===== config.mk =====
export PLATFORM = sky130hd
export DESIGN_NAME = rvsteel_gpio_input_irq
export DESIGN_NICKNAME = d
export VERILOG_FILES = /design/src/rtl/rvsteel_gpio_input_irq_pkg.sv /design/src/rtl/rvsteel_gpio_debounce.sv /design/src/rtl/rvsteel_gpio_input_irq.sv
export SDC_FILE = /design/constraint.sdc
export NUM_CORES = 1
export LEC_CHECK = 0
export ABC_AREA = 1
export CORE_UTILIZATION = 48
export DETAILED_ROUTE_END_ITERATION = 10
export PLACE_DENSITY = 0.88
export SETUP_SLACK_MARGIN = 0.3
export SYNTH_ARGS = -nofsm -noshare
export SYNTH_HDL_FRONTEND = slang
export SYNTH_SLANG_ARGS = --single-unit

===== constraint.sdc =====
create_clock -name clock -period 2.14 [get_ports clock]
set_input_delay 0.214 -clock clock [delete_from_list [all_inputs] [get_ports clock]]
set_output_delay 0.214 -clock clock [all_outputs]
set_load 0.03 [all_outputs]

===== src/rtl/rvsteel_gpio_input_irq_pkg.sv =====
// Shared definitions for the GPIO input conditioning / interrupt block:
// register map, bus address width and small bus-decode helpers.
package rvsteel_gpio_input_irq_pkg;

  localparam int REG_ADDR_WIDTH = 5;

  localparam logic [REG_ADDR_WIDTH-1:0] REG_RISE_EN  = 5'h00;
  localparam logic [REG_ADDR_WIDTH-1:0] REG_FALL_EN  = 5'h04;
  localparam logic [REG_ADDR_WIDTH-1:0] REG_PENDING  = 5'h08;
  localparam logic [REG_ADDR_WIDTH-1:0] REG_LEVEL    = 5'h0C;
  localparam logic [REG_ADDR_WIDTH-1:0] REG_DEBOUNCE = 5'h10;

  localparam logic [3:0] FULL_WORD_STROBE = 4'b1111;

  function automatic logic is_aligned(input logic [REG_ADDR_WIDTH-1:0] address);
    return address[1:0] == 2'b00;
  endfunction

  function automatic logic is_full_word(input logic [3:0] strobe);
    return strobe == FULL_WORD_STROBE;
  endfunction

endpackage


===== src/rtl/rvsteel_gpio_debounce.sv =====
// One pad: two-flop synchroniser, threshold debounce counter and
// single-cycle rise/fall pulses marking the cycle the debounced level updates.
module rvsteel_gpio_debounce #(
  parameter int DEBOUNCE_WIDTH = 16
) (
  input  logic                      clock,
  input  logic                      reset,
  input  logic                      pad,
  input  logic [DEBOUNCE_WIDTH-1:0] threshold,
  output logic                      stable,
  output logic                      rise,
  output logic                      fall
);

  logic                      sync_meta;
  logic                      sync_out;
  logic [DEBOUNCE_WIDTH-1:0] count;
  logic                      update;

  // The level commits once the synchronised value has disagreed for threshold+1 edges.
  always_comb begin
    update = (sync_out != stable) && (count >= threshold);
    rise   = update & sync_out;
    fall   = update & ~sync_out;
  end

  always_ff @(posedge clock) begin
    if (reset) begin
      sync_meta <= 1'b0;
      sync_out  <= 1'b0;
      stable    <= 1'b0;
      count     <= '0;
    end else begin
      sync_meta <= pad;
      sync_out  <= sync_meta;
      if (sync_out == stable) begin
        count <= '0;
      end else if (update) begin
        stable <= sync_out;
        count  <= '0;
      end else if (count != '1) begin
        count <= count + 1'b1;
      end
    end
  end

endmodule


===== src/rtl/rvsteel_gpio_input_irq.sv =====
// GPIO input conditioning bank: per-pin debounce plus edge-triggered interrupt
// with write-one-to-clear pending latch, on the rvsteel request/response bus.
module rvsteel_gpio_input_irq
  import rvsteel_gpio_input_irq_pkg::*;
#(
  parameter int GPIO_WIDTH     = 1,
  parameter int DEBOUNCE_WIDTH = 16
) (
  input  logic                      clock,
  input  logic                      reset,
  input  logic [REG_ADDR_WIDTH-1:0] rw_address,
  output logic [31:0]               read_data,
  input  logic                      read_request,
  output logic                      read_response,
  input  logic [31:0]               write_data,
  input  logic [3:0]                write_strobe,
  input  logic                      write_request,
  output logic                      write_response,
  input  logic [GPIO_WIDTH-1:0]     pad_input,
  output logic [GPIO_WIDTH-1:0]     gpio_input,
  output logic                      irq
);

  logic [GPIO_WIDTH-1:0]     rise_en;
  logic [GPIO_WIDTH-1:0]     fall_en;
  logic [GPIO_WIDTH-1:0]     pending;
  logic [GPIO_WIDTH-1:0]     level;
  logic [GPIO_WIDTH-1:0]     rise;
  logic [GPIO_WIDTH-1:0]     fall;
  logic [GPIO_WIDTH-1:0]     pending_clear;
  logic [DEBOUNCE_WIDTH-1:0] debounce_threshold;
  logic                      write_valid;
  logic [31:0]               read_word;
  logic                      unused_write_bits;

  assign unused_write_bits = ^write_data;

  for (genvar i = 0; i < GPIO_WIDTH; i++) begin : g_pin
    rvsteel_gpio_debounce #(
      .DEBOUNCE_WIDTH(DEBOUNCE_WIDTH)
    ) u_debounce (
      .clock     (clock),
      .reset     (reset),
      .pad       (pad_input[i]),
      .threshold (debounce_threshold),
      .stable    (level[i]),
      .rise      (rise[i]),
      .fall      (fall[i])
    );
  end

  always_comb begin
    write_valid   = write_request && is_aligned(rw_address) && is_full_word(write_strobe);
    pending_clear = '0;
    if (write_valid && rw_address == REG_PENDING) begin
      pending_clear = write_data[GPIO_WIDTH-1:0];
    end
  end

  always_comb begin
    read_word = '0;
    if (is_aligned(rw_address)) begin
      case (rw_address)
        REG_RISE_EN:  read_word[GPIO_WIDTH-1:0]     = rise_en;
        REG_FALL_EN:  read_word[GPIO_WIDTH-1:0]     = fall_en;
        REG_PENDING:  read_word[GPIO_WIDTH-1:0]     = pending;
        REG_LEVEL:    read_word[GPIO_WIDTH-1:0]     = level;
        REG_DEBOUNCE: read_word[DEBOUNCE_WIDTH-1:0] = debounce_threshold;
        default:      read_word                     = '0;
      endcase
    end
  end

  // A new edge in the same cycle as a W1C of that bit must not be lost, so set wins.
  always_ff @(posedge clock) begin
    if (reset) begin
      rise_en            <= '0;
      fall_en            <= '0;
      pending            <= '0;
      debounce_threshold <= '0;
    end else begin
      pending <= (pending & ~pending_clear) | (rise & rise_en) | (fall & fall_en);
      if (write_valid && rw_address == REG_RISE_EN) begin
        rise_en <= write_data[GPIO_WIDTH-1:0];
      end
      if (write_valid && rw_address == REG_FALL_EN) begin
        fall_en <= write_data[GPIO_WIDTH-1:0];
      end
      if (write_valid && rw_address == REG_DEBOUNCE) begin
        debounce_threshold <= write_data[DEBOUNCE_WIDTH-1:0];
      end
    end
  end

  always_ff @(posedge clock) begin
    if (reset) begin
      read_data      <= '0;
      read_response  <= 1'b0;
      write_response <= 1'b0;
    end else begin
      read_response  <= read_request;
      write_response <= write_request;
      if (read_request) begin
        read_data <= read_word;
      end
    end
  end

  assign gpio_input = level;
  assign irq        = |pending;

endmodule


==> reports/qor.csv, run 1 <==
metric,value,unit
I/O pins,82,
Final Skew,0.0142,ns
Cell Rows,27,
synthesized flop and latch total,56,
GPL Wtd Cong,0.890,
Max Buffers Root-to-Sink,2,
Tightest Hold Check Type,reg2reg,
die area,6350,um2
CTS tree,yes,
setup TNS,0,ns
P per Cell Area,520,nW/um2
layout cell share with drive strength beyond 1,0.126,
Detailed Routing Iterations Pass 1,4,
CTS Root Cell,clkbuf_8,
GRT Util Overall,0.214,
Die Wd,79.7,um
Slew Limit Fails,0,
hold_buf cts,0,
Die Span Y,79.7,um
cts bufs inserted,5,
# setup viols final,0,
Required @ worst endpoint,2.38,ns
"leading cell type in the layout, fill and taps excluded",nand2_1,
critical path type,reg2reg,
Worst-Skew Late Latency,0.32,ns
Final ANT Viol Nets,0,
port bufs,49,
Post-route DRC,0,
via count,2677,
worst slack at placement,0.231,ns
global-route wire length before repair,10500,um
status,completed,
biggest regs,"debounce_threshold x16, g_pin.u_debounce.count x16, read_data x16",
Util after Layout,0.635,
antenna diode count,0,
Detailed Place HPWL,4830,um
period utilization,0.844,
Leakage,1.40,nW
maximum clock rate,554,MHz
largest net degree at the start of global routing,35,
critical path capture point type,flop,
Fin. Hold Viols,0,
initial core utilization,0.511,
Cells after Synth,387,
most frequent cells in the layout,"nand2_1 (59), clkdlybuf4s50_1 (49), inv_1 (46), dfxtp_1 (46), a21oi_1 (43)",
Synth cell types,29,
detailed router's first-iteration violation count,172,
fin crit period,1.81,ns
antenna violations before repair,0,
clock sinks,56,
number of global-route vias before repair,2456,
synthesis warning total,0,
core box area,5680,um2
worst reg2reg setup slack,0.33,ns
# nets final,500,
H-tree Lvls,2,
"Max FO, Critical Path",8,
total gr overflow,0,
"Avg Cell Area, Syn",7.49,um2
routed vias/inst,5.25,
CP Launch Type,flop,
sequential share of the synthesized area,0.387,
mapped cell area,2900,um2
Critical Path AT,2.04,ns
synth-to-layout area growth,24.4,%
total chip power,1.87,mW
FILL cells,443,
setup ws final,0.334,ns
DR WL/cell,13.1,um
RSZ-0062 raised after global routing,false,
worst IR drop on VDD,0.324,mV
Total Wirelength,6670,um
max cap viols,0,
clk slew on worst S/H paths,0.10,ns
critical path: stages, from the launching register on:
cell	delay, ns
dfxtp_2	0.34
inv_1	0.05
ha_1	0.32
a21oi_1	0.17
o21ai_1	0.13
a21oi_2	0.25
buf_4	0.16
nand3_4	0.13
nor3_1	0.17
cells by family (layout without fill, tap and decap cells):
kind of cell | after synthesis | after routing | synth area share
AOI/OAI and AO/OA | 91 | 91 | 0.164
and+or+nand+nor | 133 | 134 | 0.219
xor gates and xnor gates | 10 | 10 | 0.0302
buffers and inverters | 79 | 114 | 0.126
adders and majority gates | 17 | 17 | 0.0734
DFF | 56 | 56 | 0.387
other | 1 | 16 | 0.00129
repair_timing:
action,4_1_cts,5_1_grt
gates resized for setup,2,24
hold endpoints to repair,0,0
cloned,0,1
buffers inserted,0,2
endpoints found under the setup margin,16,18
pin swaps,0,2
final timing paths:
check	from	to	cells past startpoint
setup / recovery	debounce_threshold[11]	g_pin[0].u_debounce.count[10]	8
hold / removal	g_pin[0].u_debounce.sync_meta	g_pin[0].u_debounce.sync_out	2
setup reg to reg	debounce_threshold[11]	g_pin[0].u_debounce.count[10]	8
hold reg to reg	g_pin[0].u_debounce.sync_meta	g_pin[0].u_debounce.sync_out	2
metrics by stage:
step | cells | instance area, um2 | hold slack (ns)
3_5_place_dp | 499 | 3390 | 0.397
2_1_floorplan | 402 | 2950 | 0.321
3_3_place_gp | 499 | 3390 | 0.398
4_1_cts | 507 | 3500 | 0.413
5_1_grt | 510 | 3600 | 0.434
6_report | 510 | 3600 | 0.410
metal layers:
metal / part of all wire / GRT usage / up-vias / routed length, um
met5: 0 / 0 / - / 0
met1: 0.40 / 0.235 / 1223 / 2680
met4: 0.023 / 0.0855 / 0 / 152
met2: 0.52 / 0.393 / 101 / 3440
met3: 0.058 / 0.0457 / 15 / 388
li1: - / - / 1338 / -
power breakdown:
group | switching (mW) | internal (mW) | leakage (nW)
registers | 0.00826 | 1.06 | 0.460
logic | 0.131 | 0.0912 | 0.888
clock network | 0.349 | 0.235 | 0.0485
total | 0.489 | 1.39 | 1.40
cells in the mapped netlist (all sizes together):
| cell | n | area, um2 |
|---|---|---|
| nand2 | 62 | 235 |
| dfxtp | 56 | 1120 |
| a21oi | 50 | 262 |
| inv | 50 | 188 |
| o21ai | 38 | 190 |
| nor2 | 34 | 145 |
| buf | 21 | 145 |
| ha | 17 | 213 |
| nand3 | 15 | 85.1 |
| nand4 | 12 | 90.1 |
| nor3 | 9 | 72.6 |
| clkbuf | 7 | 26.3 |
| xnor2 | 6 | 52.6 |
| xor2 | 4 | 35.0 |
| a31oi | 2 | 12.5 |
| and3 | 1 | 6.26 |
| clkinv | 1 | 5.00 |
| conb | 1 | 3.75 |
| o311a | 1 | 10.0 |
layout make-up:
class	count	area, um2	share of cell area
tap	72	90.1	0.0250
sequential	56	1130	0.314
inverter	51	193	0.0535
clock inverter	3	22.5	0.00625
clock buffer	5	68.8	0.0191
timing repair buffer	55	536	0.149
multi-input combinational	268	1560	0.433
No activity file was read; power rests on OpenSTA's default activity.
==> inputs of run 2 (changes only) <==
- CORE_UTILIZATION: 48 -> 43
- PLACE_DENSITY: 0.88 -> 0.84
- clock period: 2.14 -> 1.47 ns (I/O delays scaled with it)
==> reports/qor.csv, run 2 (synthesized netlist as in run 1, its figures left out) <==
metric,value,unit,change
synth-to-layout area growth,53.3,%,
clk slew on worst S/H paths,0.11,ns,about the same
setup ws final,-0.284,ns,-0.618 ns
worst slack at placement,-0.172,ns,-0.402 ns
Tightest Hold Check Type,in2reg,,
H-tree Lvls,2,,unchanged
crit-path most repeated cell,nand2_4,,
Switch Pwr,775,uW,+59%
failing checks,"design-rule violations, negative setup slack",,
biggest regs,"debounce_threshold x16, g_pin.u_debounce.count x16, read_data x16",,
Post-route DRC,16,,+16
Final ANT Viol Nets,0,,unchanged
Final Skew,0.00612,ns,-0.00812 ns
total chip power,2.79,mW,+49%
global-route wire length before repair,14400,um,+37%
FILL cells,393,,-11%
largest net degree at the start of global routing,35,,unchanged
antenna violations before repair,0,,unchanged
setup TNS,-3.63,ns,-3.63 ns
most frequent cells in the layout,"buf_4 (51), nand2_1 (46), a21oi_1 (36), inv_1 (32), dfxtp_1 (31)",,
period utilization,1.19,,+0.349
Cell Int Power,2.02,mW,+46%
status,"complete, but fails checks",,
Die Wd,84.1,um,+5.5%
detailed router's first-iteration violation count,339,,+97%
Slew Limit Fails,0,,unchanged
Leakage,1.86,nW,+33%
Final Non-Filler Cells,573,,+12%
placed cell count,544,,+9.0%
RSZ-0062 raised after global routing,true,,
Detailed Place HPWL,5120,um,+6.0%
Max Buffers Root-to-Sink,2,,unchanged
Clock power frac,0.314,,+0.002
crit path cell chain,inv_2 > ha_4 > nand4_1 > nor3_2 > nand2_4 > nand2_4 > nand2_2 > nand3_2 > nand2_1 > inv_1,,
Die Span Y,84.1,um,+5.5%
clock sinks,56,,unchanged
Cell Rows,29,,+7.4%
GPL Wtd Cong,0.942,,+5.8%
area of placed instances,3810,um2,+12%
Fin. Hold Viols,0,,unchanged
CP Launch Type,flop,,
I/O pins,82,,unchanged
die area,7070,um2,+11%
"Max FO, Critical Path",4,,-4
Detailed Routing Iterations Pass 1,8,,+4
CTS Root Cell,clkbuf_8,,
# setup viols final,18,,+18
Worst-Skew Late Latency,0.31,ns,about the same
logic gate share of total power,0.130,,+0.011
worst path bufs/invs,2,,unchanged
P per Cell Area,629,nW/um2,+21%
antenna diode count,0,,unchanged
CP top delay family,simple AND/OR/NAND/NOR gates,,
critical path type,reg2reg,,
switching portion of total power,0.277,,+0.0166
CTS tree,yes,,
CP peak stage delay,0.35,ns,about the same
GRT Util Overall,0.258,,+0.0441
total gr overflow,0,,unchanged
post-route cell area,4440,um2,+23%
Total Wirelength,10600,um,+60%
number of global-route vias before repair,3017,,+23%
DR WL/cell,18.6,um,+42%
Reg power frac,0.556,,-0.014
maximum clock rate,570,MHz,+3.0%
CP max-delay cell,dfxtp_2,,
Required @ worst endpoint,1.73,ns,-0.65 ns
critical path capture point type,flop,,
"leading cell type in the layout, fill and taps excluded",buf_4,,
max cap viols,0,,unchanged
worst IR drop on VDD,0.346,mV,+6.8%
routed vias/inst,5.82,,+11%
# nets final,558,,+12%
Critical Path AT,2.01,ns,-0.03 ns
fin crit period,1.75,ns,-0.0518 ns
layout cell share with drive strength beyond 1,0.417,,+0.292
initial core utilization,0.451,,-0.0594
cts bufs inserted,5,,unchanged
via count,3332,,+24%
core box area,6420,um2,+13%
port bufs,49,,unchanged
run 2: cell count changes in the layout (fill, tap and decap cells not counted), moves of 12 or more:
cell,previous run,this run
nand2_1,59,46
inv_1,46,32
o21ai_0,35,17
dfxtp_1,46,31
inv_2,4,16
buf_4,6,51
clkbuf_2,0,12
o21ai_1,3,16
clkdlybuf4s50_1,49,18
dfxtp_2,10,23
run 2: layer usage:
layer | wire length, um | global-route usage | vias up
met1 | 3840 | 0.295 | 1528
met4 | 733 | 0.124 | 0
li1 | - | - | 1466
met2 | 5140 | 0.463 | 262
met5 | 0 | 0 | -
met3 | 931 | 0.0435 | 76
run 2: worst register-to-register path, stage by stage (launching register included):
cell and delay (ns):
dfxtp_2 0.35, inv_2 0.06, ha_4 0.27, nand4_1 0.17
nor3_2 0.32, nand2_4 0.13, nand2_4 0.13, nand2_2 0.07
nand3_2 0.07, nand2_1 0.06, inv_1 0.06
run 2: repair_timing:
action	4_1_cts	5_1_grt
hold buffers	0	0
cloned	4	1
setup endpoints to repair	56	56
pin swaps	26	17
gates resized for setup	124	64
setup buffers	8	8
run 2: area by class of cell:
type	count	area, um2	area share
Inverter	51	199	0.0448
Timing Repair Buffer	113	1050	0.237
Clock inverter	3	22.5	0.00507
Multi-Input combinational cell	268	1850	0.415
Tap cell	77	96.3	0.0217
Sequential cell	56	1160	0.261
Clock buffer	5	68.8	0.0155
run 2: worst paths after layout:
kind | startpoint | slack (ns) | depth (start not counted) | to
hold / removal | write_request | 0.24 | 3 | write_response
setup reg to reg | debounce_threshold[9] | -0.28 | 10 | irq
setup / recovery | debounce_threshold[9] | -0.28 | 10 | irq
hold reg to reg | g_pin[0].u_debounce.sync_meta | 0.41 | 2 | g_pin[0].u_debounce.sync_out
run 2: metrics by stage:
step,utilization,hold WS [ns]
3_5_place_dp,0.594,0.396
3_3_place_gp,0.594,0.396
6_report,0.692,0.242
2_1_floorplan,-,0.254
4_1_cts,0.670,0.206
5_1_grt,0.692,0.252
run 2: power groups by stage:
stage / Sequential [mW] / Combinational (mW) / Clock [mW]
floorplan: 1.63 / 0.156 / 0
global placement: 1.59 / 0.335 / 0
detailed placement: 1.59 / 0.342 / 0
CTS: 1.55 / 0.339 / 0.859
global route: 1.56 / 0.380 / 0.931
finish: 1.55 / 0.364 / 0.878
==> edit 1, RTL diff (config.mk and constraints of run 2) <==
`DEBOUNCE_WIDTH` is set to 16 in 2 places; all go to 14.
--- a/src/rtl/rvsteel_gpio_debounce.sv
+++ b/src/rtl/rvsteel_gpio_debounce.sv
@@ -1,7 +1,7 @@
 // One pad: two-flop synchroniser, threshold debounce counter and
 // single-cycle rise/fall pulses marking the cycle the debounced level updates.
 module rvsteel_gpio_debounce #(
-  parameter int DEBOUNCE_WIDTH = 16
+  parameter int DEBOUNCE_WIDTH = 14
 ) (
   input  logic                      clock,
   input  logic                      reset,
--- a/src/rtl/rvsteel_gpio_input_irq.sv
+++ b/src/rtl/rvsteel_gpio_input_irq.sv
@@ -4,7 +4,7 @@
   import rvsteel_gpio_input_irq_pkg::*;
 #(
   parameter int GPIO_WIDTH     = 1,
-  parameter int DEBOUNCE_WIDTH = 16
+  parameter int DEBOUNCE_WIDTH = 14
 ) (
   input  logic                      clock,
   input  logic                      reset,
Function: changed (a bounded check fails within 4 cycles, from zero or initial values and one cycle with reset high).
==> edit 1 against run 2 <==
The flow finishes with violations (setup timing); hold slack worse by 48 ps; power down 2.3%; worst setup slack worse by 40 ps; cell area down 9.6%; synthesized area down 9.5%; routed wire length down 13%; clock skew up 2.5 ps; sequential cell count down 6; first-iteration DRC count down 26%; largest power group unchanged; highest routed layer unchanged.
==> edit 1: results <==
{
  "outcome": "finished, violations left",
  "violations": "setup timing",
  "inverters": 46,
  "grt_pass1_wl_um": 11300,
  "port_buffers": 45,
  "die_w_um": 80.1,
  "seq_share_pct": 25.8,
  "vdd_drop_max_uv": 436,
  "critical_path.max_stage_delay_ps": 380,
  "place_ws_ps": -202,
  "netlist_top_cells_count": "nand2_1 (58), dfxtp_1 (50), nor2_1 (44)",
  "intPower_mw": 2.01,
  "track_usage_pct": 23.3,
  "hold-worst-slack_ps": 194,
  "dr_total_vias": 2907,
  "pwr-share-seq_pct": 50.8,
  "filler_cell_count": 380,
  "p_leak_nw": 1.68,
  "wl_um": 9280,
  "clk_share_pct": 2.80,
  "fin_ws_ps": -325,
  "nets": 519,
  "post_dp_cell_area_sq_mm": 0.00350,
  "slowest_stage": "dfxtp_1",
  "nNonClkBuffers": 105,
  "reg2reg_from": "debounce_threshold[8]$_SDFFE_PP0P_",
  "drt_pass1_iterations": 5,
  "reg_top3": "debounce_threshold: 14 flops, g_pin.u_debounce.count: 14 flops, read_data: 14 flops",
  "finalSetupViolCount": 16,
  "synth.distinct_cells": 30,
  "synthTopCellsByArea": "dfxtp_1 (38%), nand2_1 (8.3%), ha_1 (7.2%)"
}
[edit 1: changes by cell type after synthesis, moves of 4 or more]
cell	delta
nor3_1	-5
a21oi_1	-11
o21ai_0	-5
nand4_1	-7
dfxtp_1	-6
nor2_1	+15
inv_1	-4
[edit 1: routing by layer]
layer  up-vias  wire [um]  global-route usage [%]
li1       1311          -                       -
met1      1353       3430                    26.6
met2       185       4660                    41.3
met3        58        618                    4.32
met4         0        571                    11.6
met5         -          0                       0
[edit 1: metrics by stage]
stage / TNS, ps / util, % / instances
finish: -4350 / 68.2 / 534
detailed placement: -3650 / 59.5 / 504
floorplan: 0 / - / 374
global route: -5060 / 68.2 / 534
global placement: -1820 / 59.5 / 504
CTS: -1170 / 64.6 / 526
[edit 1: timing repair]
item                       in CTS  in global routing
hold buffers                    0                  0
gates resized for setup        80                 63
cloned                          1                  2
pin swaps                      11                 16
buffers inserted               13                  6
setup endpoints to repair      61                 46
==> edit 2, RTL diff (settings of run 2) <==
Without the edit above. Register the outputs `gpio_input` and `irq`; this adds one clock of latency there. The other outputs are not delayed to match.
--- a/src/rtl/rvsteel_gpio_input_irq.sv
+++ b/src/rtl/rvsteel_gpio_input_irq.sv
@@ -106,8 +106,10 @@
     end
   end
 
-  assign gpio_input = level;
-  assign irq        = |pending;
+  always_ff @(posedge clock) begin
+    gpio_input <= level;
+    irq        <= |pending;
+  end
 
 endmodule
 
Behaviour: not the same (Yosys sat finds a counterexample within 4 cycles, from zero or initial values and one cycle with reset high).
==> edit 2 against run 2 <==
The run still ends with DRC, setup timing left; sequential share of layout area is 0.77 points higher; via count shrank 9.5%; non-clock buffer count decreased by 11; worst setup slack gained 86 ps; synthesized area is 1.4% higher; count of clock-buffer cells in the layout up 5; routed wire length down 20%; sequential cell count grew 2; die area rose by 1.3%; power grew 24%; cell area is essentially flat; critical path type unchanged; critical endpoint is now pending$_SDFF_PP0_; largest power group unchanged; highest routed layer unchanged.
==> edit 2: results <==
{
  "grt_pass1_wl_um": 12600,
  "fin_ws_ps": -198,
  "netlist_top_cells_count": "nand2_1 (61), dfxtp_1 (58), a21oi_1 (47)",
  "p_leak_nw": 1.78,
  "switching_power_mw": 0.894,
  "clock-sinks": 58,
  "drt_pass1_iterations": 9,
  "nNonClkBuffers": 102,
  "cp_data_arrival_time_ps": 1910,
  "reg2reg_from": "g_pin[0].u_debounce.count[15]$_SDFFE_PP0P_",
  "numCtsBuffers": 9,
  "drc": 1,
  "stdcell_count": 572,
  "use_met3_pct": 5.21,
  "worstHoldStart": "pad_input",
  "nonClkBufAreaFrac_pct": 21.0,
  "seq_share_pct": 26.8,
  "use_met2_pct": 38.7,
  "cp-startpoint": "g_pin[0].u_debounce.count[15]$_SDFFE_PP0P_",
  "tns_ps": -2730,
  "critPathCapture": "pending$_SDFF_PP0_",
  "violations": "DRC, setup timing",
  "outcome": "finished, violations left",
  "finalSetupViolCount": 18,
  "insertion_delay_ps": 350,
  "synthTopCellsByArea": "dfxtp_1 (40%), a21oi_1 (8.0%), nand2_1 (7.8%)",
  "clock_buffers": 10,
  "wl_um": 8480
}
==> edit 2: cell types whose count changed after synthesis <==
| cell | run 2 | this run |
|---|---|---|
| dfxtp_1 | 56 | 58 |
==> edit 2: cell families (layout without fill, tap and decap cells) <==
group / after synthesis / count (layout) / synth area share [%]
simple gates: 133 / 134 / 21.6
other cells: 1 / 16 / 0.128
xor+xnor: 10 / 10 / 2.98
buf+inv: 79 / 169 / 12.4
compound gates: 91 / 91 / 16.1
fa+ha+maj: 17 / 17 / 7.24
flops: 58 / 58 / 39.5
==> edit 2: timing repair <==
item                                    in CTS  in global routing
pin swaps                                   16                 22
buffers inserted                             4                  4
resized for setup                           94                 70
cloned                                       1                  0
endpoints found under the setup margin      53                 40
endpoints found under the hold margin        0                  0
==> edit 2: critical path, cell delays in order, from the launching register on <==
cell and delay (ps):
dfxtp_1 440, ha_4 250, a21oi_1 140, o21ai_1 110, a21oi_2 170, buf_6 150
nand2_4 90, nand2_2 70, nand3_2 60, nand2_1 50, inv_1 30
